$ cat src/rtl/bram_ptr_streamer.sv
// Waveform playback engine: walks a BRAM word range [start, stop) and streams
// each word as one AXIS beat, optionally looping. A credit counter bounds the
// number of outstanding reads so the skid FIFO can never overflow.
module bram_ptr_streamer #(
    parameter int DATA_W     = 512,
    parameter int ADDR_W     = 12,
    parameter int BYTE_SHIFT = 6,
    parameter int RD_LAT     = 2,
    parameter int FIFO_DEPTH = 4
) (
    input  logic              aclk,
    input  logic              aresetn,
    input  logic              enable,
    input  logic              loop_en,
    input  logic [31:0]       start_ptr,
    input  logic [31:0]       stop_ptr,
    output logic              bram_en,
    output logic [ADDR_W-1:0] bram_addr,
    input  logic [DATA_W-1:0] bram_dout,
    output logic [DATA_W-1:0] m_axis_tdata,
    output logic              m_axis_tvalid,
    input  logic              m_axis_tready,
    output logic              m_axis_tlast,
    output logic              busy,
    output logic              ptr_err,
    output logic [15:0]       wrap_cnt
);

    localparam int IDX_W = (FIFO_DEPTH > 1) ? $clog2(FIFO_DEPTH) : 1;
    localparam int CNT_W = $clog2(FIFO_DEPTH + 1);

    typedef enum logic [1:0] {S_IDLE, S_RUN, S_DRAIN} state_t;

    state_t            state_q, state_d;
    logic              en_prev_q, loop_q, issued_q;
    logic [ADDR_W-1:0] s_q, e_q, rd_ptr_q;
    logic [CNT_W-1:0]  pend_q, fifo_cnt_q;
    logic [IDX_W-1:0]  wr_idx_q, rd_idx_q;
    logic [RD_LAT-1:0] pipe_v_q, pipe_t_q;
    logic [DATA_W:0]   fifo_mem [FIFO_DEPTH];
    logic              out_valid_q, out_last_q, ptr_err_q;
    logic [DATA_W-1:0] out_data_q;
    logic [15:0]       wrap_cnt_q;

    logic [ADDR_W-1:0] s_in, e_in;
    logic start_edge, handshake, last_hs, pipe_busy, at_end;
    logic issue, load_ok, flush, start_ok, start_bad, fifo_wr, fifo_rd;
    logic unused_ptr_bits;

    // Byte pointers become word indices; the sub-word and high bits are don't-care.
    assign s_in = start_ptr[BYTE_SHIFT +: ADDR_W];
    assign e_in = stop_ptr[BYTE_SHIFT +: ADDR_W];
    assign unused_ptr_bits = ^{start_ptr[31:BYTE_SHIFT+ADDR_W], start_ptr[BYTE_SHIFT-1:0],
                               stop_ptr[31:BYTE_SHIFT+ADDR_W],  stop_ptr[BYTE_SHIFT-1:0]};

    assign start_edge = enable & ~en_prev_q;
    assign handshake  = out_valid_q & m_axis_tready;
    assign last_hs    = handshake & out_last_q;
    assign pipe_busy  = |pipe_v_q;
    assign at_end     = (rd_ptr_q == e_q - ADDR_W'(1));
    // Returning reads are only kept while running; in DRAIN they are dropped.
    assign fifo_wr    = pipe_v_q[RD_LAT-1] & (state_q == S_RUN);
    assign fifo_rd    = load_ok & (fifo_cnt_q != '0) & (~out_valid_q | m_axis_tready);

    function automatic logic [IDX_W-1:0] idx_inc(input logic [IDX_W-1:0] i);
        return (i == IDX_W'(FIFO_DEPTH - 1)) ? '0 : i + IDX_W'(1);
    endfunction

    // Next-state and per-cycle control strobes.
    always_comb begin
        state_d   = state_q;
        issue     = 1'b0;
        load_ok   = 1'b0;
        flush     = 1'b0;
        start_ok  = 1'b0;
        start_bad = 1'b0;
        case (state_q)
            S_IDLE: begin
                if (start_edge) begin
                    if (e_in <= s_in) begin
                        start_bad = 1'b1;
                    end else begin
                        start_ok = 1'b1;
                        state_d  = S_RUN;
                    end
                end
            end
            S_RUN: begin
                if (!enable) begin
                    state_d = S_DRAIN;
                end else begin
                    load_ok = 1'b1;
                    issue   = ~issued_q & (pend_q < CNT_W'(FIFO_DEPTH));
                    if (last_hs & ~loop_q) begin
                        flush   = 1'b1;
                        state_d = S_IDLE;
                    end
                end
            end
            S_DRAIN: begin
                // A presented beat must be accepted first; otherwise just let reads land.
                if (out_valid_q ? m_axis_tready : ~pipe_busy) begin
                    flush   = 1'b1;
                    state_d = S_IDLE;
                end
            end
            default: state_d = S_IDLE;
        endcase
    end

    // State register and enable history for edge detection.
    always_ff @(posedge aclk or negedge aresetn) begin
        if (!aresetn) begin
            state_q   <= S_IDLE;
            en_prev_q <= 1'b0;
        end else begin
            state_q   <= state_d;
            en_prev_q <= enable;
        end
    end

    // Latched range, loop mode and the read address walker.
    always_ff @(posedge aclk or negedge aresetn) begin
        if (!aresetn) begin
            s_q      <= '0;
            e_q      <= '0;
            loop_q   <= 1'b0;
            rd_ptr_q <= '0;
            issued_q <= 1'b0;
        end else if (start_ok) begin
            s_q      <= s_in;
            e_q      <= e_in;
            loop_q   <= loop_en;
            rd_ptr_q <= s_in;
            issued_q <= 1'b0;
        end else if (issue) begin
            if (at_end) begin
                rd_ptr_q <= s_q;
                issued_q <= ~loop_q;
            end else begin
                rd_ptr_q <= rd_ptr_q + ADDR_W'(1);
            end
        end
    end

    // Valid/last tags shadowing the BRAM read latency.
    always_ff @(posedge aclk or negedge aresetn) begin
        if (!aresetn) begin
            pipe_v_q <= '0;
            pipe_t_q <= '0;
        end else begin
            pipe_v_q[0] <= issue & ~flush;
            pipe_t_q[0] <= issue & at_end;
            for (int i = 1; i < RD_LAT; i++) begin
                pipe_v_q[i] <= pipe_v_q[i-1] & ~flush;
                pipe_t_q[i] <= pipe_t_q[i-1];
            end
        end
    end

    // Credits: reads in flight plus FIFO occupancy.
    always_ff @(posedge aclk or negedge aresetn) begin
        if (!aresetn) begin
            pend_q <= '0;
        end else if (flush) begin
            pend_q <= '0;
        end else if (issue & ~fifo_rd) begin
            pend_q <= pend_q + CNT_W'(1);
        end else if (~issue & fifo_rd) begin
            pend_q <= pend_q - CNT_W'(1);
        end
    end

    // Skid FIFO bookkeeping.
    always_ff @(posedge aclk or negedge aresetn) begin
        if (!aresetn) begin
            wr_idx_q   <= '0;
            rd_idx_q   <= '0;
            fifo_cnt_q <= '0;
        end else if (flush) begin
            wr_idx_q   <= '0;
            rd_idx_q   <= '0;
            fifo_cnt_q <= '0;
        end else begin
            if (fifo_wr) wr_idx_q <= idx_inc(wr_idx_q);
            if (fifo_rd) rd_idx_q <= idx_inc(rd_idx_q);
            if (fifo_wr & ~fifo_rd)      fifo_cnt_q <= fifo_cnt_q + CNT_W'(1);
            else if (~fifo_wr & fifo_rd) fifo_cnt_q <= fifo_cnt_q - CNT_W'(1);
        end
    end

    // FIFO storage: {last tag, data}; contents need no reset.
    always_ff @(posedge aclk) begin
        if (fifo_wr) fifo_mem[wr_idx_q] <= {pipe_t_q[RD_LAT-1], bram_dout};
    end

    // Registered AXIS output stage fed from the FIFO head.
    always_ff @(posedge aclk or negedge aresetn) begin
        if (!aresetn) begin
            out_valid_q <= 1'b0;
            out_last_q  <= 1'b0;
            out_data_q  <= '0;
        end else if (flush) begin
            out_valid_q <= 1'b0;
        end else if (fifo_rd) begin
            out_valid_q              <= 1'b1;
            {out_last_q, out_data_q} <= fifo_mem[rd_idx_q];
        end else if (handshake) begin
            out_valid_q <= 1'b0;
        end
    end

    // Sticky pointer error and saturating pass counter.
    always_ff @(posedge aclk or negedge aresetn) begin
        if (!aresetn) begin
            ptr_err_q  <= 1'b0;
            wrap_cnt_q <= '0;
        end else if (start_ok) begin
            ptr_err_q  <= 1'b0;
            wrap_cnt_q <= '0;
        end else begin
            if (start_bad) ptr_err_q <= 1'b1;
            if (last_hs && wrap_cnt_q != 16'hFFFF) wrap_cnt_q <= wrap_cnt_q + 16'd1;
        end
    end

    assign bram_en       = issue;
    assign bram_addr     = issue ? rd_ptr_q : '0;
    assign m_axis_tdata  = out_data_q;
    assign m_axis_tvalid = out_valid_q;
    assign m_axis_tlast  = out_last_q;
    assign busy          = (state_q != S_IDLE);
    assign ptr_err       = ptr_err_q;
    assign wrap_cnt      = wrap_cnt_q;

endmodule

$ cat config.mk
export PLATFORM = sky130hd
export DESIGN_NAME = bram_ptr_streamer
export DESIGN_NICKNAME = d
export VERILOG_FILES = /design/src/rtl/bram_ptr_streamer.sv
export SDC_FILE = /design/constraint.sdc
export NUM_CORES = 2
export LEC_CHECK = 0
export ABC_AREA = 0
export CAP_MARGIN = 10
export CORE_ASPECT_RATIO = 0.7
export CORE_MARGIN = 2
export CORE_UTILIZATION = 25
export DETAILED_ROUTE_END_ITERATION = 16
export PLACE_DENSITY = 0.4
export SYNTH_ARGS = -nofsm -noshare
export SYNTH_HDL_FRONTEND = slang
export SYNTH_SLANG_ARGS = --single-unit
$ cat constraint.sdc
create_clock -name aclk -period 22.1 [get_ports aclk]
set_input_delay 2.21 -clock aclk [delete_from_list [all_inputs] [get_ports aclk]]
set_output_delay 2.21 -clock aclk [all_outputs]
set_load 0.1 [all_outputs]
==> impl_metrics.ini <==
[outcome]
outcome = completed

[synthesis]
synth_edf_count = 2052
ys_types = 64
synth_area_leaders = edfxtp_1, dfrtp_1, mux4_2
ys_seq_area_share_pct = 78.7
ys_async_sr_fraction_pct = 22.2
synthesis.nets = 4871
synth_top_area_share_pct = 63.6
synth.avg_cell_area_um2 = 22.7
synth_area_um2 = 96900
synthCells = 4265
yosysTopAreaCell = edfxtp_1
synthesis.yosys.warnings = 0
ys_ff_latch = 2638
synthFlopType = edfxtp_1

[detailed_routing]
wl_per_cell_um = 25.8
routed_via_density = 4.28
dr.pass1.iters = 5
drt_wl_total_um = 282000
drc_errors = 0
num_vias = 46800
final_antenna_net_count = 0
drtIter0Drc = 2941

[timing]
tns_ns = 0
slew_headroom_pct = 16.5
hold_viol_final = 0
clock_skew_ns = 0.0489
period_minus_slack_ns = 7.84
slew_viol_final = 0
finalSetupViolCount = 0
rsz0062_at_grt = no
timing.fmax_ghz = 0.128
fin_crit_sh_pct = 35.5
worstMarginPinSlew_ns = 1.25

[setup_path]
path_common_cell = clkdlybuf4s50_1
crit_chain = clkdlybuf4s50_1 -> nand2_1 -> or3_1 -> buf_4 -> inv_1 -> and2_1 -> clkdlybuf4s50_1
worstPathRequired_ns = 19.89
slowest_delay_ns = 1.17
crit_slowest_cell = clkdlybuf4s50_1
setup.worst_path.class = primary input to output pin
critPathLaunchType = primary input
cp_max_fo = 24
cp.arrival_ns = 5.63
end_kind = output pin
reg2reg_depth = 8

[placed_design]
io_buffers = 1085
dp.cells = 10400
gp_congestion = 0.745
dpl.hpwl_um = 178000

[clock_tree]
cts_tree = yes
cts.path.max_buffers = 4
postCtsHoldBufs = 0
cts_htree_levels = 5
path_clk_slew_ns = 0.05
cts-resized-gates = 0
insertion_delay_ns = 0.91
cts.sink_count = 2638
clock-root-buffer = clkbuf_16
numCtsBuffers = 292
post-cts-setup-buffer-count = 0

[finish]
multi_input_area_um2 = 19800
areaGrowthSynthToFinish_pct = 27.5
n_fill_cell = 36900
layout_common_cells = edfxtp_1, clkdlybuf4s50_1, dfrtp_1
regArea_um2 = 76300
final_cell_count_no_fill = 10900
final_nets = 6142
drive_gt1_share_pct = 27.8
mostFrequentLayoutCell = edfxtp_1

[job]
maxCapViolCount = 0

[die]
pin_count = 1126
start_util_pct = 25.1
fp.dieW_um = 748
placementRows = 191
core_area_um2 = 386000
die-area_um2 = 393000
dieHeight_um = 525

[power_and_ir_drop]
ir_drop_mv = 0.0946
leakage_nw = 41.0
p_per_area_nw_per_um2 = 149

[hold_path]
min_path_cells = 0
holdCritPathClass = register to register

[global_routing]
track_usage_pct = 14.0
global_route.overflow_total = 0
grt_pass1_vias = 49300
antenna_found_initial = 125
grt_pass1_wl_um = 398000
grt_max_degree = 128
[kinds of logic after synthesis]
kind of cell               share of synthesized area [%]
DFF                                                 78.7
muxes                                               18.0
and+or+nand+nor                                     1.15
buffers and inverters                              0.877
AOI/OAI and AO/OA                                  0.634
xor gates and xnor gates                           0.289
adders and majority gates                          0.338
[Yosys cell counts, types with 6 or more instances]
cell	n
and3_1	9
edfxtp_1	2052
clkbuf_1	172
and2_1	17
buf_2	10
a21o_1	9
mux4_2	513
nor2_1	40
nand2_1	85
buf_1	9
nand2b_1	6
mux2i_1	12
o21ai_0	11
nand3_1	19
nor3_1	8
a21oi_1	21
inv_1	29
mux2_2	513
xor2_1	15
nand4_1	7
ha_1	23
o211ai_1	9
dfrtp_1	586
xnor2_1	17
[registers in the layout, indices dropped and copies added (netlist names), 2 cells and up]
register / flops
fifo_cnt_q: 3
e_q: 12
wrap_cnt: 16
fifo_mem: 2052
s_q: 12
pipe_t_q: 2
wr_idx_q: 2
pend_q: 3
pipe_v_q: 2
rd_ptr_q: 12
m_axis_tdata: 512
rd_idx_q: 2
state_q: 2
[worst max-delay path, delay by kind of cell]
kind,cells,cell delay [ns]
buf+inv,4,2.66
simple gates,3,0.72
[cell type report]
class                           instances  area share [%]
Clock buffer                          403            6.60
Tap cell                             5114            5.18
Inverter                               29          0.0881
Timing Repair Buffer                 1169            9.31
Multi-Input combinational cell       1406            16.0
Sequential cell                      2638            61.7
Antenna cell                           19          0.0385
Clock inverter                        135            1.02
[final timing paths]
| check | start | to | slack [ns] |
|---|---|---|---|
| max | enable | bram_addr[11] | 14.26 |
| min | pipe_t_q[0]$_DFF_PN0_ | pipe_t_q[1]$_DFF_PN0_ | 0.35 |
| max reg2reg | state_q[1]$_DFFE_PN0P_ | fifo_mem[1][285]$_DFFE_PP_ | 15.87 |
| min reg2reg | pipe_t_q[0]$_DFF_PN0_ | pipe_t_q[1]$_DFF_PN0_ | 0.35 |
| max in group asynchronous | aresetn | m_axis_tdata[484]$_DFFE_PN0P_ | 16.72 |
| min in group asynchronous | aresetn | m_axis_tdata[359]$_DFFE_PN0P_ | 1.24 |
[power breakdown]
part	internal, mW	leakage, nW	switching (mW)	total [mW]
Sequential	5.89	25.5	0.370	6.26
Clock	2.80	4.64	2.04	4.84
Combinational	2.09	10.9	5.22	7.32
Total	10.8	41.0	7.63	18.4
[stage by stage]
stage          hold WS, ns  power, mW  util, %  area (um^2)  setup slack, ns
6_report             0.347       18.4     32.0       124000            14.26
5_1_grt              0.354       19.2     32.0       124000            14.15
4_1_cts              0.350       18.7     32.0       124000            14.29
3_5_place_dp         0.337       13.8     29.5       114000            14.12
3_3_place_gp         0.337       13.8     29.5       114000            14.11
2_1_floorplan        0.331       11.6        -        96900             8.49
[layer usage]
layer	GRT usage, %	up-vias	wire (um)
li1	-	20000	-
met5	0	-	750
met1	18.7	24900	123000
met2	21.4	1267	125000
met3	6.03	463	27300
met4	2.79	124	5570
Note: power is estimated with default switching activity, not from simulation.
